<file path="src/rtl/uart_pkg.sv">
// Shared UART definitions: receiver state encoding and default link parameters
// common to the transmit and receive paths.
package uart_pkg;

  typedef enum logic [1:0] {
    IDLE,
    START,
    DATA,
    STOP
  } rx_state_e;

  // 50 MHz system clock at 115200 baud, 8N1.
  localparam int DEF_CLKS_PER_BIT = 434;
  localparam int DEF_DATA_BITS    = 8;

endpackage

</file>
<file path="src/rtl/sync_2ff.sv">
// Two-flop synchroniser for a single asynchronous input bit; the reset value
// is a parameter so idle-high lines come out of reset in their idle state.
module sync_2ff #(
  parameter logic RST_VAL = 1'b1
) (
  input  logic clk_i,
  input  logic rst_i,
  input  logic d,
  output logic q
);

  logic meta_p0;

  always_ff @(posedge clk_i) begin
    if (rst_i) begin
      meta_p0 <= RST_VAL;
      q       <= RST_VAL;
    end else begin
      meta_p0 <= d;
      q       <= meta_p0;
    end
  end

endmodule

</file>
<file path="src/rtl/uart_rx.sv">
// UART 8N1 receiver: mid-bit sampling of a synchronised serial line, LSB-first
// deserialisation, single-cycle valid / frame-error strobes.
module uart_rx
  import uart_pkg::*;
#(
  parameter int CLKS_PER_BIT = DEF_CLKS_PER_BIT,
  parameter int DATA_BITS    = DEF_DATA_BITS
) (
  input  logic                 clk_i,
  input  logic                 rst_i,
  input  logic                 en_i,
  input  logic                 rx_i,
  output logic [DATA_BITS-1:0] data_o,
  output logic                 valid_o,
  output logic                 frame_err_o,
  output logic                 busy_o
);

  localparam int CNT_W = $clog2(CLKS_PER_BIT);
  localparam int BIT_W = $clog2(DATA_BITS);

  localparam logic [CNT_W-1:0] HALF_LAST = CNT_W'(CLKS_PER_BIT / 2 - 1);
  localparam logic [CNT_W-1:0] FULL_LAST = CNT_W'(CLKS_PER_BIT - 1);
  localparam logic [BIT_W-1:0] BIT_LAST  = BIT_W'(DATA_BITS - 1);

  logic                 rx_s;
  logic                 rx_prev;
  rx_state_e            state, state_n;
  logic [CNT_W-1:0]     cnt, cnt_n;
  logic [BIT_W-1:0]     bit_cnt, bit_cnt_n;
  logic [DATA_BITS-1:0] shreg, shreg_n;
  logic [DATA_BITS-1:0] data_n;
  logic                 valid_n;
  logic                 ferr_n;

  sync_2ff #(
    .RST_VAL(1'b1)
  ) u_rx_sync (
    .clk_i(clk_i),
    .rst_i(rst_i),
    .d    (rx_i),
    .q    (rx_s)
  );

  always_comb begin
    state_n   = state;
    cnt_n     = cnt;
    bit_cnt_n = bit_cnt;
    shreg_n   = shreg;
    data_n    = data_o;
    valid_n   = 1'b0;
    ferr_n    = 1'b0;
    if (en_i) begin
      cnt_n = cnt + 1'b1;
      case (state)
        IDLE: begin
          cnt_n     = '0;
          bit_cnt_n = '0;
          // Only a 1->0 transition starts a frame, so a held-low break is ignored.
          if (rx_prev && !rx_s) state_n = START;
        end
        START: begin
          if (cnt == HALF_LAST) state_n = rx_s ? IDLE : DATA;
        end
        DATA: begin
          if (cnt == FULL_LAST) begin
            shreg_n = {rx_s, shreg[DATA_BITS-1:1]};
            if (bit_cnt == BIT_LAST) state_n = STOP;
            else                     bit_cnt_n = bit_cnt + 1'b1;
          end
        end
        STOP: begin
          // Returning to IDLE at stop mid-bit leaves half a bit to catch the next start edge.
          if (cnt == FULL_LAST) begin
            state_n = IDLE;
            if (rx_s) begin
              data_n  = shreg;
              valid_n = 1'b1;
            end else begin
              ferr_n = 1'b1;
            end
          end
        end
        default: state_n = IDLE;
      endcase
      if (state_n != state) cnt_n = '0;
    end
  end

  always_ff @(posedge clk_i) begin
    if (rst_i) begin
      state       <= IDLE;
      cnt         <= '0;
      bit_cnt     <= '0;
      rx_prev     <= 1'b1;
      data_o      <= '0;
      valid_o     <= 1'b0;
      frame_err_o <= 1'b0;
    end else begin
      state       <= state_n;
      cnt         <= cnt_n;
      bit_cnt     <= bit_cnt_n;
      rx_prev     <= rx_s;
      data_o      <= data_n;
      valid_o     <= valid_n;
      frame_err_o <= ferr_n;
    end
  end

  always_ff @(posedge clk_i) begin
    shreg <= shreg_n;
  end

  assign busy_o = (state != IDLE);

endmodule

</file>
<file path="config.mk">
export PLATFORM = sky130hd
export DESIGN_NAME = uart_rx
export DESIGN_NICKNAME = d
export VERILOG_FILES = /design/src/rtl/uart_pkg.sv /design/src/rtl/sync_2ff.sv /design/src/rtl/uart_rx.sv
export SDC_FILE = /design/constraint.sdc
export NUM_CORES = 1
export LEC_CHECK = 0
export BUFFER_PORTS_ARGS = -buffer_cell sky130_fd_sc_hd__buf_2
export CORE_UTILIZATION = 55
export CTS_BUF_LIST = sky130_fd_sc_hd__clkbuf_8
export DETAILED_ROUTE_END_ITERATION = 16
export GPL_ROUTABILITY_DRIVEN = 1
export GPL_TIMING_DRIVEN = 0
export PLACE_DENSITY = 0.78
export SKIP_LAST_GASP = 1
export SYNTH_ARGS = -nofsm -noshare
export SYNTH_HDL_FRONTEND = slang
export SYNTH_SLANG_ARGS = --single-unit
</file>
<file path="constraint.sdc">
create_clock -name clk_i -period 1.95 [get_ports clk_i]
set_clock_uncertainty 0.05 [all_clocks]
set_input_delay 0.39 -clock clk_i [delete_from_list [all_inputs] [get_ports clk_i]]
set_output_delay 0.39 -clock clk_i [all_outputs]
set_load 0.005 [all_outputs]
</file>
**After elaboration in Yosys (flattened, before gate mapping)**

Index checks and enable logic that the tools add are counted.

- Bits of input ports: 4
- Output and inout port bits: 11
- Logic and storage cells: 48
- Flip-flop bits (word level): 35

- Bitwise operators: 3
- Mux-type cells: 15
- Add/subtract/negate cells: 2
- Reductions and logical operators: 9
- Equal/unequal tests: 9

Operators by type and width:

| cell | number |
|---|---|
| 2-to-1 mux 9 bit | 2 |
| 2-to-1 mux 2 bit | 7 |
| adder 9 x 1 -> 9 bit, second input constant | 1 |
| equality test 9 x 8 -> 1 bit, second input constant | 1 |
| equality test 9 bit, second input constant | 1 |
| case mux 2 bit (4 select lines) | 1 |
| AND reduction 4 bit | 2 |
| 2-to-1 mux 3 bit | 2 |
| case mux 3 bit (2 select lines) | 1 |
| equality test 2 bit, second input constant | 2 |
| inequality test 2 bit, second input constant | 2 |
| nonzero test 2 bit | 2 |
| OR reduction 4 bit | 1 |
| adder 3 x 1 -> 3 bit, second input constant | 1 |
| equality test 3 bit, second input constant | 1 |
| NOT 1 bit | 3 |
| AND reduction 3 bit | 1 |
| equality test 2 x 1 -> 1 bit, second input constant | 1 |
| logical NOT 2 bit | 1 |
| 2-to-1 mux 1 bit | 2 |
| inequality test 2 bit | 1 |
| logical AND 1 bit | 1 |
| logical NOT 1 bit | 1 |

**Depth between registers and ports, before layout**

Gate-level depths: netlist (run 1).

- Depth in word-level cells: 7
- Gate-level depth with buffers: 7
- Depth with buffers taken out: 6

**Modules after synthesis**

From an unflattened synthesis (run 1), not the netlist that was laid out.

- Cells, all modules: 164
- Area, all modules: 1,610.3 µm²

By module, submodules not included:

| module | area an instance (µm²) | seq. area each (µm²) | cells an instance | instances |
|---|---|---|---|---|
| uart_rx | 1,557.7 | 740.7 | 160 | 1 |
| sync_2ff | 52.6 | 40.0 | 4 | 1 |

**Worst setup path before layout (run 1)**

No wires, ideal clock.

- Path type: register to register
- Start: register cnt[1]
- End: register shreg[0] (enable)
- Clock period less this slack: 1.928 ns
- Path buffers: 0
- Data arrival time: 1.495 ns
- Required time: 1.517 ns
- Cell stages (with the launch flop): 6
- Setup slack: 0.022 ns
- Setup time: 0.383 ns
- Path through: dfxtp_1 inv_1 ha_1 and4bb_2 nand2_1 nor3_1

- Cells in the longest elaborated chain, start to end: 2

Ends and longest elaborated chain:

| what | RTL line | RTL |
|---|---|---|
| start: declaration | uart_rx.sv:29 | `logic [CNT_W-1:0] cnt, cnt_n;` |
| start signal: assignment | uart_rx.sv:101 | `cnt <= cnt_n;` |
| equality test 9 bit | uart_rx.sv:66 | `if (cnt == FULL_LAST) begin` |
| AND reduction 3 bit (no source line) | n/a |  |
| end signal: assignment | uart_rx.sv:111 | `shreg <= shreg_n;` |
| end: declaration | uart_rx.sv:31 | `logic [DATA_BITS-1:0] shreg, shreg_n;` |

Every way passes these cells.
A chain may end at the register's enable or synchronous reset.

**Worst setup path in the final report (run 1)**

- Start: register cnt[0]
- End: register cnt[0]

- Cells in the longest elaborated chain, start to end: 6
- Elaborated cells on any way between the ends: 11
- Classes of those cells: add/sub: 1; eq/ne: 3; mux: 7

Ends and longest elaborated chain:

| what | RTL line | RTL |
|---|---|---|
| equality test 9 bit or equality test 9 x 8 -> 1 bit (tied branches) | uart_rx.sv:66, uart_rx.sv:74, uart_rx.sv:63 |  |
| 2-to-1 mux 2 bit (on tied branches) | uart_rx.sv:74, uart_rx.sv:63, uart_rx.sv:66 |  |
| case mux 2 bit (4 select lines) | uart_rx.sv:55 | `case (state)` |
| 2-to-1 mux 2 bit | uart_rx.sv:53 | `if (en_i) begin` |
| inequality test 2 bit | uart_rx.sv:86 | `if (state_n != state) cnt_n = '0;` |
| 2-to-1 mux 9 bit (*) | uart_rx.sv:86 |  |

Mark *: on every way between the ends. The rest lies on a longest branch, timed or not. The select of a mux whose other input is x is not followed.

==> results.toml, run 1 <==
[final_layout]
layout.nets = 209
most-common-layout-cells = "27 x dfxtp_1, 18 x a21oi_1, 17 x buf_2"
drive_above_1_share = 0.1642
syn_to_final_growth_pct = 15.81
register_area_um2 = 780.7
antenna_cells = 0
layout_commonest_cell = "dfxtp_1"
multiInputGateArea_um2 = 819.5
postLayoutCellArea_um2 = 1924
nFillCells = 212

[global_routing]
use_met3 = 0.07710
antenna_found_initial = 0
grt_max_degree = 12
top_usage_layer = "met2"
grt_pass1_vias = 1372
grt_util_met1 = 0.3270
grt_usage = 0.2558
grt_pass1_wl_um = 6292
overflow = 0
grt_use_met2 = 0.4034

[logic_synthesis]
synth_cells = 178
synth_compound_area_frac = 0.1988
ys_seq_area_frac = 0.4699
muxShareOfSynthArea = 0
synthXorXnorAreaFrac = 0
synth_area_um2 = 1662
synth_fa_ha_area_frac = 0.03765
synth_seq_cells = 35
ys_types = 43
synth_top_family_by_area = "simple AND/OR/NAND/NOR gates"
synth-simple-area-share = 0.2500
syn_nets = 187
yosys_warnings = 0
avgSynthCellArea_um2 = 9.335

[setup_path]
required_ns = 2.09
critPathCaptureType = "register"
critPathMaxFanout = 10
cp.arrival_ns = 2.03
r2r_start = "cnt[0]$_SDFFE_PP0P_"
worst_setup_path_start_kind = "register"
timing.rr.end = "cnt[0]$_SDFFE_PP0P_"
r2r_setup_slack_ns = 0.06
crit_start = "cnt[0]$_SDFFE_PP0P_"
path_class = "reg -> reg"
rr_worst_depth = 7
crit_path_end = "cnt[0]$_SDFFE_PP0P_"

[clock_tree]
numCtsBuffers = 5
path_clk_slew_ns = 0.07
cts_tree = "yes"
ctsRootBufferMaster = "clkbuf_8"
clk_latency_ns = 0.29
htree_levels = 2
hold_buffers = 0
clockBufferDepth = 2
cts.sinks = 35

[power]
p_per_area_nw_per_um2 = 817.1
pwr-share-comb = 0.032
clockPowerShare = 0.495
power.switching_w = 0.0003108
pwr-share-seq = 0.473
p_leak_nw = 0.7176
ir_worst_vdd_v = 0.0006539
swShare = 0.1976
p_int_w = 0.001262
power.total_w = 0.001572

[sta]
slew_violations = 0
worst_pin_slew_ns = 0.5088
setup_viol = 0
fin_setup_tns_ns = 0
post-route-period-util = 0.9680
layout_setup_ws_ns = 0.06233
finalHoldViolCount = 0
fin_crit_ns = 1.888
slew_headroom = 0.6608
max_freq_mhz = 529.8
rsz0062_at_grt = "true"
timing.hold.ws_ns = 0.2340

[placed_design]
io_buffers = 14
gp_congestion = 0.8206
dp_slack_ns = -0.3770
placed_area_um2 = 1770
dp_hpwl_um = 2612

[status]
violations = "design-rule violations"
status = "finished with violations"

[drt]
vias = 1505
ant_nets = 0
wirelength_um = 3888
drtIter0Drc = 90
drt-pass1-iter-count = 10
post_drt_via_cell_ratio = 6.487
wl_per_cell_um = 16.76
drc_errors = 2

[floorplan]
initial_core_util = 0.5923
fp.dieW_um = 56.97
io_pins = 15
die_y_um = 56.97
core-area_um2 = 2805
die-area_um2 = 3245
rows = 19

[job]
maxCapViolCount = 0

[hold_path]
hp-class = "in -> reg"
==> what timing repair did <==
action | 4_1_cts | 5_1_grt
gates resized for setup | 2 | 1
setup endpoints to repair | 8 | 3
hold endpoints to repair | 0 | 0
buffers inserted | 0 | 1
pin swaps | 0 | 1
==> cell usage after synthesis, drive strengths merged <==
cell type  instances  area [um^2]
o22ai              4        25.02
a21oi             18        90.09
a211oi             1        7.510
clkbuf             7        26.28
inv                7        26.28
nand2              9        33.78
nand4b             3        26.28
nor3b              3        22.52
nand3             11        55.05
and2               4        25.02
ha                 5        62.56
and4               1        8.760
or2                2        12.51
nand2b             3        18.77
or2b               3        22.52
edfxtp             8        240.2
buf                4        20.02
nor4               1        6.260
and3               3        18.77
o21ai             13        65.06
and4b              2        23.77
and4bb             2        25.02
nor2b              5        31.28
nand3b             1        7.510
o2111ai            2        17.52
a31oi              2        18.77
or4b               1        10.01
o221ai             1        8.760
o211ai             4        30.03
dfxtp             27        540.5
a21o               1        7.510
nor3               3        15.01
nand4bb            1        11.26
a41oi              1        8.760
o31ai              1        7.510
nand4              2        12.51
a311oi             2        17.52
o31a               1        8.760
or3                1        6.260
o311ai             2        17.52
nor2               6        22.52
==> area by class of cell <==
class / instances / area share
Multi-Input combinational cell: 125 / 0.4259
Sequential cell: 35 / 0.4057
Timing Repair Buffer: 15 / 0.04031
Clock buffer: 5 / 0.03576
Clock inverter: 3 / 0.03316
Buffer: 11 / 0.02536
Tap cell: 31 / 0.02016
Inverter: 7 / 0.01365
==> power groups by stage <==
stage / registers, W / clock network, W / logic (W)
6_report: 0.000744 / 0.000778 / 0.0000506
3_3_place_gp: 0.000760 / 0 / 0.0000467
3_5_place_dp: 0.000760 / 0 / 0.0000482
2_1_floorplan: 0.000759 / 0 / 0.0000319
5_1_grt: 0.000744 / 0.000806 / 0.0000552
4_1_cts: 0.000744 / 0.000779 / 0.0000493
==> sequential cells by signal, summed over array words and instances, names as in the netlist <==
name and flops:
u_rx_sync.q 1, valid_o 1, u_rx_sync.meta_p0 1, shreg 8, rx_prev 1, cnt 9, state 2, bit_cnt 3
frame_err_o 1, data_o 8
==> cells by family after synthesis <==
logic type / after synthesis
AO/OA/AOI/OAI: 53
adder cells (fa/ha/maj): 5
buffers and inverters: 18
flip-flops: 35
AND/OR/NAND/NOR: 67
==> worst max-delay path, stage by stage, from the launching register on <==
cell and delay, ns:
dfxtp_1 0.38, inv_1 0.10, ha_1 0.21, and4bb_2 0.25, a211oi_1 0.27, clkbuf_4 0.28
o2111ai_1 0.14, o31ai_1 0.12
==> through the flow <==
stage,util,instances
after floorplan,-,178
after CTS,0.6824,231
after global placement,0.6311,223
final,0.6860,232
after detailed placement,0.6311,223
after global routing,0.6860,232
==> metal layers <==
metal	vias to the layer above	routed length [um]
met4	0	70
met5	-	0
met1	717	1640
li1	709	-
met2	70	1888
met3	9	289
==> how the worst min path moves through the flow <==
stage,startpoint,end,slack [ns],depth (start not counted)
floorplan,u_rx_sync.meta_p0$_SDFF_PP1_,u_rx_sync.q$_SDFF_PP1_,0.34,1
global placement,u_rx_sync.meta_p0$_SDFF_PP1_,u_rx_sync.q$_SDFF_PP1_,0.35,1
detailed placement,u_rx_sync.meta_p0$_SDFF_PP1_,u_rx_sync.q$_SDFF_PP1_,0.35,1
CTS,rx_i,u_rx_sync.meta_p0$_SDFF_PP1_,0.24,2
global route,rx_i,u_rx_sync.meta_p0$_SDFF_PP1_,0.24,2
finish,rx_i,u_rx_sync.meta_p0$_SDFF_PP1_,0.23,2
Power figures use the tool's default switching activity.
==> run 2: changes to the inputs <==
--- a/config.mk
+++ b/config.mk
@@ -5,13 +5,13 @@
 export SDC_FILE = /design/constraint.sdc
 export NUM_CORES = 1
 export LEC_CHECK = 0
-export BUFFER_PORTS_ARGS = -buffer_cell sky130_fd_sc_hd__buf_2
-export CORE_UTILIZATION = 55
+export CORE_UTILIZATION = 58
 export CTS_BUF_LIST = sky130_fd_sc_hd__clkbuf_8
 export DETAILED_ROUTE_END_ITERATION = 16
+export DONT_BUFFER_PORTS = 1
 export GPL_ROUTABILITY_DRIVEN = 1
 export GPL_TIMING_DRIVEN = 0
-export PLACE_DENSITY = 0.78
+export PLACE_DENSITY = 0.76
 export SKIP_LAST_GASP = 1
 export SYNTH_ARGS = -nofsm -noshare
 export SYNTH_HDL_FRONTEND = slang
==> run 2 against run 1 <==
- the flow now finishes without violations
- sequential share of layout area increased by 2.0 points
- global-route usage decreased by 0.71 points
- sequential cell count unchanged
- utilization decreased by 1.5 points
- wire length decreased by 6.8%
- worst setup slack improved by 0.033 ns
- count of clock-buffer cells in the layout unchanged
- via count decreased by 9.2%
- register-to-register slack improved by 0.03 ns
- sequential power about the same
- critical path type unchanged
- highest routed layer unchanged
==> results.toml, run 2 (synthesized netlist as in run 1, its figures left out) <==
[power]
p_per_area_nw_per_um2 = 791.1
p_leak_nw = 0.6335
ir_worst_vdd_v = 0.0007594

[drt]
drc_errors = 0
ant_nets = 0
post_drt_via_cell_ratio = 6.266
drt-pass1-iter-count = 4
wirelength_um = 3622
drtIter0Drc = 73
vias = 1366
wl_per_cell_um = 16.61

[setup_path]
cp_top_family = "compound AO/OA/AOI/OAI gates"
worst_setup_path_start_kind = "register"
critPathCaptureType = "register"
critPathMaxFanout = 4
required_ns = 2.09
crit_chain = "inv_1 -> ha_1 -> and4bb_2 -> a211oi_1 -> o211ai_1 -> o311ai_1"
path_class = "reg -> reg"
r2r_setup_slack_ns = 0.1
cp.arrival_ns = 1.99
slowest_delay_ns = 0.38
critPathBufInv = 1
cp_slowest_cell = "dfxtp_1"

[hold_path]
hp-class = "in -> reg"

[global_routing]
grt_usage = 0.2487
overflow = 0
antenna_found_initial = 0
grt_max_degree = 13
grt_pass1_vias = 1328
grt_pass1_wl_um = 5934

[final_layout]
reg_top3 = "cnt x9, data_o x8, shreg x8"
drive_above_1_share = 0.1070
multiInputGateArea_um2 = 819.5
nFillCells = 215
layout_commonest_cell = "dfxtp_1"
largest_register = "cnt"
largest_register_ffs = 9
layout.nets = 195
syn_to_final_growth_pct = 10.39
register_area_um2 = 780.7
most-common-layout-cells = "27 x dfxtp_1, 18 x a21oi_1, 13 x o21ai_0"
antenna_cells = 0

[clock_tree]
path_clk_slew_ns = 0.08
cts.sinks = 35
clockBufferDepth = 2
clk_latency_ns = 0.29
htree_levels = 2
cts_tree = "yes"
numCtsBuffers = 5
hold_buffers = 0
ctsRootBufferMaster = "clkbuf_8"

[sta]
slew_violations = 0
fin_crit_ns = 1.854
fin_setup_tns_ns = 0
post-route-period-util = 0.9510
setup_viol = 0
slew_headroom = 0.6632
worst_pin_slew_ns = 0.5052
layout_setup_ws_ns = 0.09553
max_freq_mhz = 539.2
finalHoldViolCount = 0

[placed_design]
gp_congestion = 0.9739
io_buffers = 0
dp_hpwl_um = 2444
dp_slack_ns = -0.2571

[floorplan]
io_pins = 15
rows = 19
core-area_um2 = 2734
die_y_um = 55.53
initial_core_util = 0.6078
die-area_um2 = 3083
fp.dieW_um = 55.53

[status]
status = "completed"

[job]
maxCapViolCount = 0
[run 2: where the power goes]
group / internal (W) / switching [W] / leakage, nW
registers: 0.000741 / 0.00000235 / 0.290
logic: 0.0000124 / 0.0000344 / 0.286
clock network: 0.000381 / 0.000281 / 0.0581
[run 2: worst paths after layout]
check | startpoint | end | cells past startpoint
max | cnt[0]$_SDFFE_PP0P_ | cnt[7]$_SDFFE_PP0P_ | 6
min | rx_i | u_rx_sync.meta_p0$_SDFF_PP1_ | 1
max reg2reg | cnt[0]$_SDFFE_PP0P_ | cnt[7]$_SDFFE_PP0P_ | 6
min reg2reg | u_rx_sync.meta_p0$_SDFF_PP1_ | u_rx_sync.q$_SDFF_PP1_ | 1
[run 2: layout make-up]
class                   count  area share
plain buffers              11     0.02660
clock buffers               5     0.03752
clock inverters             3     0.02387
inverters                   7     0.01432
multi-input cells         125      0.4468
flip-flops and latches     35      0.4256
well taps                  31     0.02115
repair buffers              1    0.004093
[run 2: per-stage QoR]
step,instance area (um^2),util,hold WS (ns),cells,power (W)
finish,1834,0.6709,0.1482,218,0.001451
global route,1834,0.6709,0.1401,218,0.001484
CTS,1818,0.6650,0.1448,217,0.001455
detailed placement,1700,0.6220,0.3432,209,0.0008055
global placement,1700,0.6220,0.3420,209,0.0008028
floorplan,1662,-,0.3395,178,0.0007912
[run 2: metal layers]
metal,wire (um),up-vias,GRT usage,share of wire
met5,0,-,0,0
met4,56,0,0.09286,0.015
met3,117,9,0.06557,0.032
met2,1831,30,0.4320,0.51
met1,1617,649,0.2936,0.45
li1,-,678,-,-
[run 2: repair_timing]
action                                  4_1_cts  5_1_grt
endpoints found under the setup margin        8       11
pin swaps                                     0        1
resized for setup                             1        3
setup buffers                                 0        1
[run 2: worst register-to-register path: cells and delay by family (launching register included)]
kind	cells	cell delay (ns)
and+or+nand+nor	1	0.25
adders and majority gates	1	0.20
buffers and inverters	1	0.09
DFF	1	0.38
AOI/OAI and AO/OA	3	0.79
